### src/rtl/bus_arb_pkg.sv
// Shared types and constants for the requester-to-interconnect bus arbiter.
package bus_arb_pkg;

   typedef enum logic [1:0] {
      IDLE  = 2'd0,
      BUSY  = 2'd1,
      ABORT = 2'd2
   } arb_state_e;

   localparam logic [1:0] RESP_OKAY   = 2'b00;
   localparam logic [1:0] RESP_SLVERR = 2'b10;
   localparam logic [1:0] RESP_DECERR = 2'b11;

   localparam int unsigned ADDR_W = 32;
   localparam int unsigned DATA_W = 32;
   localparam int unsigned BE_W   = 4;

endpackage

### src/rtl/rr_arbiter.sv
// Combinational round-robin picker: first active request strictly after last_grant,
// wrapping around, so the previous winner has lowest priority.
module rr_arbiter #(
   parameter int unsigned NUM_REQ = 3,
   parameter int unsigned IDX_W   = $clog2(NUM_REQ)
) (
   input  logic [NUM_REQ-1:0] req,
   input  logic [IDX_W-1:0]   last_grant,
   output logic [IDX_W-1:0]   grant_idx,
   output logic               any_req
);

   always_comb begin
      int unsigned cand;
      cand      = 0;
      grant_idx = '0;
      any_req   = 1'b0;
      for (int unsigned off = 1; off <= NUM_REQ; off++) begin
         cand = 32'(last_grant) + off;
         if (cand >= NUM_REQ) begin
            cand = cand - NUM_REQ;
         end
         if (!any_req && req[cand[IDX_W-1:0]]) begin
            any_req   = 1'b1;
            grant_idx = cand[IDX_W-1:0];
         end
      end
   end

endmodule

### src/rtl/bus_arbiter.sv
// Round-robin arbiter sharing one downstream bus port between NUM_REQ requesters,
// with a watchdog that aborts transfers stalled by waitrequest.
module bus_arbiter
   import bus_arb_pkg::*;
#(
   parameter int unsigned NUM_REQ        = 3,
   parameter int unsigned TIMEOUT_CYCLES = 255
) (
   input  logic                       clk,
   input  logic                       rst,
   input  logic [NUM_REQ*ADDR_W-1:0]  s_bus_addr,
   input  logic [NUM_REQ-1:0]         s_bus_read,
   input  logic [NUM_REQ-1:0]         s_bus_write,
   input  logic [NUM_REQ*DATA_W-1:0]  s_bus_writedata,
   input  logic [NUM_REQ*BE_W-1:0]    s_bus_byteenable,
   output logic [NUM_REQ*DATA_W-1:0]  s_bus_readdata,
   output logic [NUM_REQ*2-1:0]       s_bus_response,
   output logic [NUM_REQ-1:0]         s_bus_waitrequest,
   output logic [ADDR_W-1:0]          m_bus_addr,
   output logic                       m_bus_read,
   output logic                       m_bus_write,
   output logic [DATA_W-1:0]          m_bus_writedata,
   output logic [BE_W-1:0]            m_bus_byteenable,
   input  logic [DATA_W-1:0]          m_bus_readdata,
   input  logic [1:0]                 m_bus_response,
   input  logic                       m_bus_waitrequest,
   output logic                       stat_busy,
   output logic                       stat_timeout
);

   localparam int unsigned IDX_W = $clog2(NUM_REQ);
   localparam int unsigned CNT_W = (TIMEOUT_CYCLES == 0) ? 1 : $clog2(TIMEOUT_CYCLES + 1);
   localparam logic [CNT_W-1:0] CNT_LAST  = CNT_W'(TIMEOUT_CYCLES - 1);
   localparam logic [IDX_W-1:0] LAST_INIT = IDX_W'(NUM_REQ - 1);

   arb_state_e state, state_next;

   logic [IDX_W-1:0]   grant_idx;
   logic [IDX_W-1:0]   last_grant;
   logic [IDX_W-1:0]   pick_idx;
   logic               any_req;
   logic [CNT_W-1:0]   wd_count;
   logic               wd_expire;
   logic [NUM_REQ-1:0] req;
   logic               granted_req;
   logic [DATA_W-1:0]  rdata_mux;
   logic [1:0]         resp_mux;

   logic [ADDR_W-1:0]  addr_slv  [NUM_REQ];
   logic [DATA_W-1:0]  wdata_slv [NUM_REQ];
   logic [BE_W-1:0]    be_slv    [NUM_REQ];

   for (genvar g = 0; g < NUM_REQ; g++) begin : g_unpack
      assign addr_slv[g]  = s_bus_addr[g*ADDR_W +: ADDR_W];
      assign wdata_slv[g] = s_bus_writedata[g*DATA_W +: DATA_W];
      assign be_slv[g]    = s_bus_byteenable[g*BE_W +: BE_W];
   end

   assign req         = s_bus_read | s_bus_write;
   assign granted_req = req[grant_idx];

   rr_arbiter #(
      .NUM_REQ (NUM_REQ),
      .IDX_W   (IDX_W)
   ) u_rr (
      .req        (req),
      .last_grant (last_grant),
      .grant_idx  (pick_idx),
      .any_req    (any_req)
   );

   // Counter has counted TIMEOUT_CYCLES stalled cycles once this cycle's stall is added.
   assign wd_expire = (TIMEOUT_CYCLES != 0) && (wd_count == CNT_LAST);

   always_ff @(posedge clk) begin
      if (rst) begin
         state      <= IDLE;
         grant_idx  <= '0;
         last_grant <= LAST_INIT;
         wd_count   <= '0;
      end else begin
         state <= state_next;
         if (state == IDLE && any_req) begin
            grant_idx  <= pick_idx;
            last_grant <= pick_idx;
            wd_count   <= '0;
         end else if (state == BUSY && m_bus_waitrequest) begin
            wd_count <= wd_count + CNT_W'(1);
         end
      end
   end

   // Strobes and the granted waitrequest are gated by rst so an abandoned
   // transfer disappears from both sides in the reset cycle itself.
   always_comb begin
      state_next        = state;
      m_bus_read        = 1'b0;
      m_bus_write       = 1'b0;
      s_bus_waitrequest = '1;
      rdata_mux         = m_bus_readdata;
      resp_mux          = m_bus_response;
      stat_timeout      = 1'b0;
      unique case (state)
         IDLE: begin
            if (any_req) begin
               state_next = BUSY;
            end
         end
         BUSY: begin
            m_bus_read  = s_bus_read[grant_idx] & ~rst;
            m_bus_write = s_bus_write[grant_idx] & ~rst;
            if (granted_req && !rst) begin
               s_bus_waitrequest[grant_idx] = m_bus_waitrequest;
            end
            if (!granted_req || !m_bus_waitrequest) begin
               state_next = IDLE;
            end else if (wd_expire) begin
               state_next = ABORT;
            end
         end
         ABORT: begin
            rdata_mux  = '0;
            resp_mux   = RESP_SLVERR;
            state_next = IDLE;
            if (!rst) begin
               s_bus_waitrequest[grant_idx] = 1'b0;
               stat_timeout                 = 1'b1;
            end
         end
         default: begin
            state_next = IDLE;
         end
      endcase
   end

   assign m_bus_addr       = addr_slv[grant_idx];
   assign m_bus_writedata  = wdata_slv[grant_idx];
   assign m_bus_byteenable = be_slv[grant_idx];

   assign s_bus_readdata = {NUM_REQ{rdata_mux}};
   assign s_bus_response = {NUM_REQ{resp_mux}};
   assign stat_busy      = (state != IDLE);

endmodule

### config.mk
export PLATFORM = sky130hd
export DESIGN_NAME = bus_arbiter
export DESIGN_NICKNAME = d
export VERILOG_FILES = /design/src/rtl/bus_arb_pkg.sv /design/src/rtl/rr_arbiter.sv /design/src/rtl/bus_arbiter.sv
export SDC_FILE = /design/constraint.sdc
export NUM_CORES = 1
export LEC_CHECK = 0
export BUFFER_PORTS_ARGS = -buffer_cell sky130_fd_sc_hd__buf_2
export CORE_AREA = 2 2 166 168
export DETAILED_ROUTE_END_ITERATION = 8
export DIE_AREA = 0 0 168 170
export PLACE_DENSITY = 0.4
export SLEW_MARGIN = 20
export SYNTH_ARGS = -nofsm -noshare
export SYNTH_HDL_FRONTEND = slang
export SYNTH_SLANG_ARGS = --single-unit
### constraint.sdc
create_clock -name clk -period 4.3 [get_ports clk]
set_clock_uncertainty 0.2 [all_clocks]
set_input_delay 0.215 -clock clk [delete_from_list [all_inputs] [get_ports clk]]
set_output_delay 0.215 -clock clk [all_outputs]
set_load 0.005 [all_outputs]
Yosys cells after proc, flatten, opt, wreduce, memory -nomap -nowiden --
Index checks and enable logic that the tools add are counted.
Storage, ports and cells: register bits 14, input port bits 247, output and inout port bits 177, logic and storage cells 93
Cells by class: equal/unequal tests 5, mux-type cells 45, reduce and logical (&&, ||, !) cells 16, bitwise logic cells 7, add/sub/neg operators 7, $lt $le $gt $ge 9
Operator list (count):
- 2-to-1 mux 32 bit | 5
- binary-select mux 32 bit (select 2 bit) | 2
- 2-to-1 mux 2 bit | 10
- 2-to-1 mux 1 bit | 14
- binary-select mux 1 bit (select 2 bit) | 6
- less-than comparator 2 x 3 -> 1 bit, second input constant | 4
- greater-or-equal comparator 3 x 2 -> 1 bit, second input constant | 3
- adder 8 x 1 -> 8 bit, second input constant | 1
- binary-select mux 4 bit (select 2 bit) | 1
- == test 8 bit, second input constant | 1
- 2-to-1 mux 4 bit | 2
- adder 2 x 2 -> 3 bit, second input constant | 2
- logical AND 1 bit | 6
- 2-to-1 mux 3 bit | 2
- bitwise OR 3 bit | 2
- one-hot mux 3 bit (2 select lines) | 1
- subtractor 2 bit, second input constant | 3
- logical NOT 1 bit | 5
- one-hot mux 2 bit (2 select lines) | 1
- adder 2 x 1 -> 3 bit, second input constant | 1
- greater-or-equal comparator 3 bit, second input constant | 1
- != test 3 x 2 -> 1 bit, second input constant | 1
- inverter 2 -> 3 bit | 1
- inverter 3 bit | 1
- 12 further kinds | 13

Longest topological paths before layout --
depth in word-level cells 14, depth in mapped cells 8, mapped depth without buffers 6

By module --
A second synthesis with hierarchy kept.
Second synthesis, totals: cells, all modules 458, area total of the unflattened synthesis 3113.0 µm²
By module, submodules not included:
- bus_arbiter | area each 2922.8 µm², times used 1, cells each 431
- rr_arbiter | area each 190.2 µm², times used 1, cells each 27

Worst setup path before layout --
OpenSTA, ideal clock, no wires.
path kind flip-flop to flip-flop, start point register grant_idx[0] (netlist name), end point register grant_idx[1], cell stages (with the launch flop) 9, required time 3978 ps, setup time 122 ps, path buffers 2, arrival time 2133 ps, setup slack 1845 ps, path through dfxtp_1 buf_2 inv_1 ha_1 buf_6 nor3b_4 o32a_4 and3_1 a311o_1
RTL lines:
- end signal, assigned | line bus_arbiter.sv:84 | grant_idx <= pick_idx;
- end, declared | line bus_arbiter.sv:38 | logic [IDX_W-1:0] grant_idx;

Worst setup path in the final report --
start point register grant_idx[0], end point output port m_bus_addr[29]
On the way: cells in the longest elaborated chain, start to end 4
Ends and longest elaborated chain:
- inverter 2 -> 3 bit (implied by the code) | line bus_arbiter.sv:136 | assign m_bus_addr = addr_slv[grant_idx];
- binary-select mux 32 bit (select 2 bit) | line bus_arbiter.sv:136
- 2-to-1 mux 32 bit (implied by the code) (2 in a row) | line bus_arbiter.sv:136
- end, declared | line bus_arbiter.sv:19 | output logic [ADDR_W-1:0] m_bus_addr,
Every way passes these cells. The select of a mux whose other input is x is not followed.

==> flow_summary.yaml <==
power_and_ir_drop:
  p_switching_uw: 1060
  p_leak_uw: 0.00252
  p_per_area_nw_per_um2: 417
  sw_frac_of_total: 0.488
  peakVddDrop_uv: 176
  clockPowerShare: 0.081
  combPwrFrac: 0.838
  power.total_uw: 2180
  p_int_uw: 1110
  seq_power_share: 0.081
sta:
  fmax_mhz: 338
  period_minus_slack_ps: 2950
  slew_headroom: 0.402
  worstMarginPinSlew_ps: 897
  slew_violations: 0
  fin_ws_ps: 1350
  hold_violations: 0
  rsz0062_at_grt: "no"
  fin_tns_setup_ps: 0
  period_share: 0.687
  setup_viol: 0
yosys:
  synth_edf_count: 0
  synth_cell_types: 46
  synth_seq_cells: 13
  yosys.area_share.simple: 0.252
  ys_seq_area_frac: 0.0820
  synth_xor_area_frac: 0.0193
  yosysTopAreaCellShare: 0.224
  synthCells: 463
  synth_compound_area_frac: 0.179
  syn-cell-area_um2: 3180
  ys_warn_count: 0
  synth_ff_type: "dfxtp_1"
  synth_adder_area_share: 0.0315
  ys_async_sr_fraction: 0
  synth_largest_area_cell: "mux2i_1"
  yosys-top-cells-area: "mux2i_1 (22%), buf_4 (16%), o21ai_0 (12%), nand2_1 (8.9%), dfxtp_1 (8.2%)"
  muxShareOfSynthArea: 0.224
  synth_top_family_by_area: "simple AND/OR/NAND/NOR gates"
  syn_nets: 718
  synth.avg_cell_area_um2: 6.86
  synthTopCellsByCount: "nand2_1 (75), o21ai_0 (75), mux2i_1 (71)"
worst_setup_path:
  start_kind: "flip-flop"
  path_class: "flip-flop to primary output"
  worstPathCellList: "buf_4 -> buf_4 -> mux2i_1 -> o21ai_0 -> buf_2"
  cpMaxStageDelayCell: "buf_4"
  cp_max_fo: 52
  cp_common_cell: "buf_4"
  crit_required_ps: 3880
  worstPathArrival_ps: 2540
  worstSetupEndpointType: "primary output"
  slowest_delay_ps: 670
floorplan:
  die_area_um2: 28600
  core_region_area_um2: 26700
  die_height_um: 170
  rows: 60
  ios: 424
  start_util: 0.119
  die_width_um: 168
clocking:
  cts_buffers: 3
  clk_pin_slew_ps: 50
  clk-insertion-delay-late_ps: 240
  cts.sink_count: 13
  root_buffer: "clkbuf_16"
  htreeDepth: 1
  cts_buffer_depth: 2
  post_cts_buffers: 0
  cts_tree: "built"
  hold_buffers: 0
  cts_resized: 0
min_path:
  holdCritPathClass: "primary input to flip-flop"
route:
  vias_per_cell: 3.88
  dr.pass1.iters: 4
  drtIter0Drc: 101
  drcViolationCount: 0
  wl_per_cell_um: 14.5
  antenna_left: 0
  dr_total_vias: 4420
  routed_wl_um: 16600
placed_design:
  post-place-ws_ps: 1580
  gp_congestion: 0.905
  dpl_cell_area_um2: 5140
  port_buffers: 423
  place_hpwl_um: 14100
grt:
  overflow: 0
  grt.total_usage: 0.104
  grt_pass1_wl_um: 23100
  grt_start_max_net_pins: 78
  grt_pass1_vias: 3971
  antenna_found_initial: 1
layout:
  diodes: 0
  postLayoutCoreUtil: 0.196
  fin_area_um2: 5220
  areaGrowthSynthToFinish_pct: 64.4
  nets: 1055
  drive_gt1_frac: 0.559
run:
  maxCapViolCount: 0
outcome:
  status: "completed"
metrics by stage:
stage          hold slack, ps  cells
2_1_floorplan             267    463
3_3_place_gp              301   1136
3_5_place_dp              300   1136
4_1_cts                   121   1140
5_1_grt                   140   1140
6_report                  101   1140
final cells by class:
type                       count  area, µm²
clock buffer                   4       78.8
fill                        3046      21400
inverter                       7       26.3
multi-input combinational    344       2250
sequential                    13        265
tap                          341        427
timing repair buffer         431       2180
per-layer routing:
metal / track usage / vias up / wire [µm]
met3: 0.0202 / 14 / 1390
met2: 0.202 / 276 / 8420
met1: 0.121 / 1927 / 6610
met5: 0 / - / 13
met4: 0.0106 / 2 / 127
li1: - / 2201 / -
critical path: cells and delay by family (launching register included):
kind	cells	cell delay, ps
AOI/OAI and AO/OA	1	300
muxes	1	140
buffers and inverters	3	1360
DFF	1	410
path summary, 6_finish.rpt:
kind	startpoint	end	cells after the start	slack, ps
max reg2reg	grant_idx[0]	grant_idx[1]	6	1560
min reg2reg	wd_count[7]	wd_count[7]	2	320
min	rst	state[1]	2	100
max	grant_idx[0]	m_bus_addr[29]	5	1350
kinds of logic (layout without fill, tap and decap cells):
| kind of cell | count (synthesis) | after routing |
|---|---|---|
| simple gates | 163 | 163 |
| buf+inv | 106 | 442 |
| compound gates | 95 | 95 |
| mux | 71 | 71 |
| flops | 13 | 13 |
| fa+ha+maj | 8 | 8 |
| xor+xnor | 7 | 7 |
layout by cell type (no fill, tap or decap), types with 6 or more instances in the layout:
master	instances
and3_1	7
buf_2	423
buf_4	8
dfxtp_1	11
ha_1	8
inv_1	7
mux2i_1	71
nand2_1	75
nand3_1	6
nor2_1	15
nor2b_1	35
nor3_1	7
o21ai_0	75
registers in the layout (all words and copies together), names as in the netlist:
register    count
grant_idx       2
last_grant      1
state           2
wd_count        8
power groups by stage:
stage                     logic [µW]  registers [µW]  clock network (µW)
after floorplan                 1200             164                   0
after global routing            2020             181                 186
after CTS                       1860             179                 182
final                           1820             177                 177
after global placement          1870             179                   0
after detailed placement        1850             181                   0
Note: power is estimated with default switching activity, not from simulation.
